### src/rtl/hls_call_pkg.sv
// hls_call_pkg: shared state encoding and default sizes for the kernel call driver
package hls_call_pkg;
  typedef enum logic [1:0] {IDLE, LAUNCH, WAIT, DONE} call_state_t;
  localparam int W_DEF = 64;
  localparam int NARGS_DEF = 7;
endpackage

### src/rtl/hls_rise_detect.sv
// hls_rise_detect: registered previous level plus rising-edge strobe
module hls_rise_detect (
  input  logic clk,
  input  logic rst,
  input  logic d,
  output logic rise
);
  logic prev_q;
  always_ff @(posedge clk) prev_q <= rst ? 1'b0 : d;
  assign rise = d && !prev_q;
endmodule

### src/rtl/hls_call_driver.sv
// hls_call_driver: launches one kernel call per argument bundle and returns result plus latency
module hls_call_driver
  import hls_call_pkg::*;
#(
  parameter int W       = W_DEF,
  parameter int NARGS   = NARGS_DEF,
  parameter int TIMEOUT = 1024,
  parameter int CNT_W   = 16
) (
  input  logic                       clk,
  input  logic                       rst,
  input  logic                       in_valid,
  output logic                       in_ready,
  input  logic [NARGS-1:0][W-1:0]    in_args,
  output logic                       k_r_enable,
  output logic [NARGS-1:0][W-1:0]    k_args,
  input  logic                       k_w_enable,
  input  logic [W-1:0]               k_result,
  output logic                       out_valid,
  input  logic                       out_ready,
  output logic [W-1:0]               out_result,
  output logic [CNT_W-1:0]           out_cycles,
  output logic                       out_timeout,
  output logic                       busy
);
  call_state_t state_q;
  logic [CNT_W-1:0] cnt_q;
  logic rise;
  hls_rise_detect u_rise (
    .clk  (clk),
    .rst  (rst),
    .d    (k_w_enable),
    .rise (rise)
  );
  assign in_ready = state_q == IDLE;
  assign busy     = state_q != IDLE;
  always_ff @(posedge clk) begin
    if (rst) begin
      state_q     <= IDLE;
      k_r_enable  <= 1'b0;
      k_args      <= '0;
      out_valid   <= 1'b0;
      out_result  <= '0;
      out_cycles  <= '0;
      out_timeout <= 1'b0;
      cnt_q       <= '0;
    end else begin
      k_r_enable <= 1'b0;
      case (state_q)
        IDLE: if (in_valid) begin
          k_args     <= in_args;
          k_r_enable <= 1'b1;
          state_q    <= LAUNCH;
        end
        LAUNCH: begin
          cnt_q   <= CNT_W'(1);
          state_q <= WAIT;
        end
        WAIT: if (rise || cnt_q == CNT_W'(TIMEOUT)) begin
          out_result  <= rise ? k_result : '0;
          out_cycles  <= cnt_q;
          out_timeout <= !rise;
          out_valid   <= 1'b1;
          state_q     <= DONE;
        end else cnt_q <= cnt_q + CNT_W'(1);
        DONE: if (out_ready) begin
          out_valid <= 1'b0;
          state_q   <= IDLE;
        end
        default: state_q <= IDLE;
      endcase
    end
  end
endmodule
### config.mk
export PLATFORM = sky130hd
export DESIGN_NAME = hls_call_driver
export DESIGN_NICKNAME = d
export VERILOG_FILES = /design/src/rtl/hls_call_pkg.sv /design/src/rtl/hls_rise_detect.sv /design/src/rtl/hls_call_driver.sv
export SDC_FILE = /design/constraint.sdc
export NUM_CORES = 1
export LEC_CHECK = 0
export ABC_AREA = 1
export CORE_AREA = 2 2 404 406
export CTS_CLUSTER_DIAMETER = 80
export DETAILED_ROUTE_END_ITERATION = 10
export DIE_AREA = 0 0 406 408
export PLACE_DENSITY_LB_ADDON = 0.25
export RECOVER_POWER = 100
export SYNTH_ARGS = -nofsm -noshare
export SYNTH_HDL_FRONTEND = slang
export SYNTH_SLANG_ARGS = --single-unit
### constraint.sdc
create_clock -name clk -period 1.8 [get_ports clk]
set_clock_uncertainty 0.1 [all_clocks]
set_input_delay 0.54 -clock clk [delete_from_list [all_inputs] [get_ports clk]]
set_output_delay 0.54 -clock clk [all_outputs]
set_load 0.03 [all_outputs]
==> flow_summary.json <==
{
  "rsz0062_at_grt": "true",
  "n_fill_cell": 17638,
  "p_leak_nw": 15.82,
  "final_nets": 4212,
  "syn_area_per_cell_um2": 7.737,
  "p_comb_share_pct": 45.1,
  "dpl_cell_area_um2": 35230,
  "drtPass1Iterations": 5,
  "path_buf_inv": 4,
  "grt_pass1_wl_mm": 143.9,
  "root_buffer": "clkbuf_16",
  "drtAntennaViolNets": 0,
  "clk_path_buf_depth": 3,
  "cp.arrival_ns": 1.50,
  "fin_util_pct": 24.78,
  "track_usage_pct": 11.81,
  "swShare_pct": 38.32,
  "finalHoldViolCount": 0,
  "post-dp-hpwl_mm": 79.78,
  "regToRegSetupSlack_ns": -0.15,
  "instances_no_fill": 5929,
  "cpMaxStageDelayCell": "dfxtp_2",
  "drt_wl_total_mm": 106.0,
  "fmax_mhz": 467.4,
  "end_kind": "output port",
  "internal-power_mw": 37.33,
  "die_w_um": 406,
  "cts_tree": "done",
  "core_area_um2": 161700,
  "seq_area_frac_synth_pct": 56.90,
  "worst_pin_slew_ns": 0.6521,
  "overflow": 0,
  "ioPinCount": 1050,
  "synth.distinct_cells": 27,
  "antenna_found_initial": 15,
  "grt_pass1_vias": 20858,
  "clk_pin_slew_ns": 0.06,
  "multiInputGateArea_um2": 7702,
  "status": "finished with violations",
  "grt_max_degree": 49,
  "cts_inserted_buffers": 77,
  "setup.worst_path.start_class": "register",
  "cap_viol_max_count": 0,
  "synthToLayoutAreaGrowth_pct": 107.0,
  "first_iter_violations": 942,
  "cts_max_level": 3,
  "drive_gt1_share_pct": 40.69,
  "max_stage_delay_ns": 0.35,
  "clk_latency_ns": 0.65,
  "dp_cells": 5733,
  "place_ws_ns": -0.8024,
  "period_share_pct": 118.9,
  "setup_ws_ns": -0.3393,
  "clock_sinks": 550,
  "worstSetupPathType": "reg2out",
  "worstPathRequired_ns": 1.16,
  "path_cells": "inv_4 > ha_4 > buf_6 > inv_4 > buf_12",
  "initial_core_util_pct": 11.97,
  "violations": "negative setup slack",
  "seq_power_share_pct": 30.4,
  "num_vias": 20970,
  "synthCells": 2501,
  "gp_congestion": 0.8103,
  "syn-num-nets": 3025,
  "post_drt_wl_per_cell_um": 17.88,
  "syn-cell-area_um2": 19350,
  "min_period_ns": 2.139,
  "seqCellArea_um2": 11810,
  "via_per_inst": 3.537,
  "die_h_um": 408,
  "min_path_type": "in2reg",
  "slew_violations": 0,
  "crit_fanout": 2,
  "cts_hold_buf": 0,
  "clock_power_share_pct": 24.5,
  "relSlewSlack_pct": 56.52,
  "fin_tns_setup_ns": -22.75,
  "io_buffers": 1049,
  "power_density_nw_per_um2": 1511,
  "die_area_um2": 165600,
  "drc": 0,
  "setup_viol": 400,
  "critical_path.top_delay_family": "flip-flops",
  "postLayoutCellArea_um2": 40050,
  "switching_power_mw": 23.19,
  "synth.ff_latch_count": 550,
  "rows": 148,
  "ys_warn_count": 0,
  "crit_path_frequent_cell": "inv_4",
  "ir_drop_uv": 679.3
}
-- tightest hold or removal path, stage by stage --
cell and delay [ns]:
clkdlybuf4s50_1 0.40, nand2_1 0.06, a21oi_1 0.05
-- synth_stat cells --
| master | instances | area (um^2) |
|---|---|---|
| nor2_1 | 967 | 3630 |
| buf_6 | 9 | 101.4 |
| clkbuf_1 | 117 | 439.2 |
| clkinv_4 | 1 | 8.760 |
| inv_1 | 16 | 60.06 |
| or2_2 | 3 | 18.77 |
| a21oi_1 | 80 | 400.4 |
| o21ai_1 | 13 | 65.06 |
| nand3_4 | 1 | 17.52 |
| buf_2 | 52 | 260.3 |
| o21ai_0 | 451 | 2257 |
| nor2_2 | 1 | 6.260 |
| nor4_1 | 1 | 6.260 |
| o21bai_1 | 2 | 15.01 |
| dfxtp_1 | 550 | 11010 |
| ha_1 | 7 | 87.58 |
| nand2_1 | 179 | 671.9 |
| nand4_1 | 6 | 37.54 |
| inv_2 | 4 | 15.01 |
| clkbuf_2 | 1 | 5.000 |
| nand2_4 | 1 | 11.26 |
| xor2_1 | 5 | 43.79 |
| buf_4 | 2 | 15.01 |
| nand2_2 | 3 | 18.77 |
| nand3_1 | 19 | 95.09 |
| nor3_1 | 9 | 45.04 |
| a211oi_1 | 1 | 7.510 |
-- per-stage QoR --
step,total power [mW],hold WS (ns)
finish,60.52,0.3387
global route,63.90,0.2990
CTS,59.65,0.2525
detailed placement,42.51,0.3534
global placement,42.49,0.3474
floorplan,28.60,0.3648
-- metal layers --
| layer | GRT usage [%] | routed length, um |
|---|---|---|
| met1 | 13.00 | 41650 |
| met5 | 0 | 41 |
| met3 | 4.257 | 8512 |
| met4 | 4.557 | 3571 |
| met2 | 20.54 | 52230 |
-- path summary, 6_finish.rpt --
kind,start,to,cells past startpoint
max,state_q[0],busy,5
min,k_result[57],out_result[57],3
max reg2reg,state_q[1],k_args[120],10
min reg2reg,out_result[21],out_result[21],2
-- cell type report --
| cell class | count | area share (%) |
|---|---|---|
| repair buffers | 1289 | 38.15 |
| clock inverters | 22 | 0.5061 |
| clock buffers | 112 | 5.517 |
| inverters | 21 | 0.2624 |
| diodes | 11 | 0.06872 |
| flip-flops and latches | 550 | 29.47 |
| well taps | 2175 | 6.794 |
| multi-input cells | 1749 | 19.23 |
-- registers in the layout, indices dropped and copies added (netlist names) --
| name | flops |
|---|---|
| cnt_q | 16 |
| k_args | 448 |
| k_r_enable | 1 |
| out_cycles | 16 |
| out_result | 64 |
| out_timeout | 1 |
| out_valid | 1 |
| state_q | 2 |
| u_rise.prev_q | 1 |
-- what timing repair did --
item                                    in CTS  in global routing
gates cloned                                 0                 21
gates resized for setup                   3245                162
pin swaps                                    1                  4
buffers inserted                            10                 20
endpoints found under the setup margin     739                637
-- cells by family after synthesis --
kind of cell / Yosys count / synth area share, %
and+or+nand+nor: 1190 / 23.56
DFF: 550 / 56.90
AOI/OAI and AO/OA: 547 / 14.19
buffers and inverters: 202 / 4.675
adders and majority gates: 7 / 0.4526
xor gates and xnor gates: 5 / 0.2263
-- cells in the final DEF, fill, tap and decap left out, types with 2 or more instances in the layout --
cell type        netlist  routed
buf_8                  0       3
o21ai_2                0      13
nor2_2                 1      66
o21ai_0              451     427
clkbuf_8               0      13
dfxtp_1              550      17
clkdlybuf4s50_1        0     515
inv_1                 16      11
ha_1                   7       5
nor3_1                 9       8
clkinv_8               0       3
clkinv_2               0       9
nor2_1               967     901
buf_12                 0     193
a21oi_1               80      80
nand3_1               19      19
buf_16                 0       6
ha_4                   0       2
clkbuf_1             117      21
o21ai_1               13      24
inv_4                  0       2
nand2_2                3       4
xor2_1                 5       5
inv_2                  4       4
dfxtp_2                0     482
clkinv_4               1       2
nand4_1                6       6
clkbuf_2               1       3
or2_2                  3       3
buf_4                  2     156
clkbuf_16              0      94
inv_6                  0       9
buf_6                  9     396
diode_2                0      11
nand2_1              179     177
o21bai_1               2       2
dfxtp_4                0      51
-- power by group through the flow --
stage / registers [mW] / clock network (mW) / logic (mW)
after floorplan: 22.3 / 0 / 6.26
after global placement: 17.4 / 0 / 25.1
after detailed placement: 17.4 / 0 / 25.1
after CTS: 18.3 / 15.5 / 25.8
after global routing: 18.8 / 15.9 / 29.2
final: 18.4 / 14.8 / 27.3
Note: power is estimated with default switching activity, not from simulation.
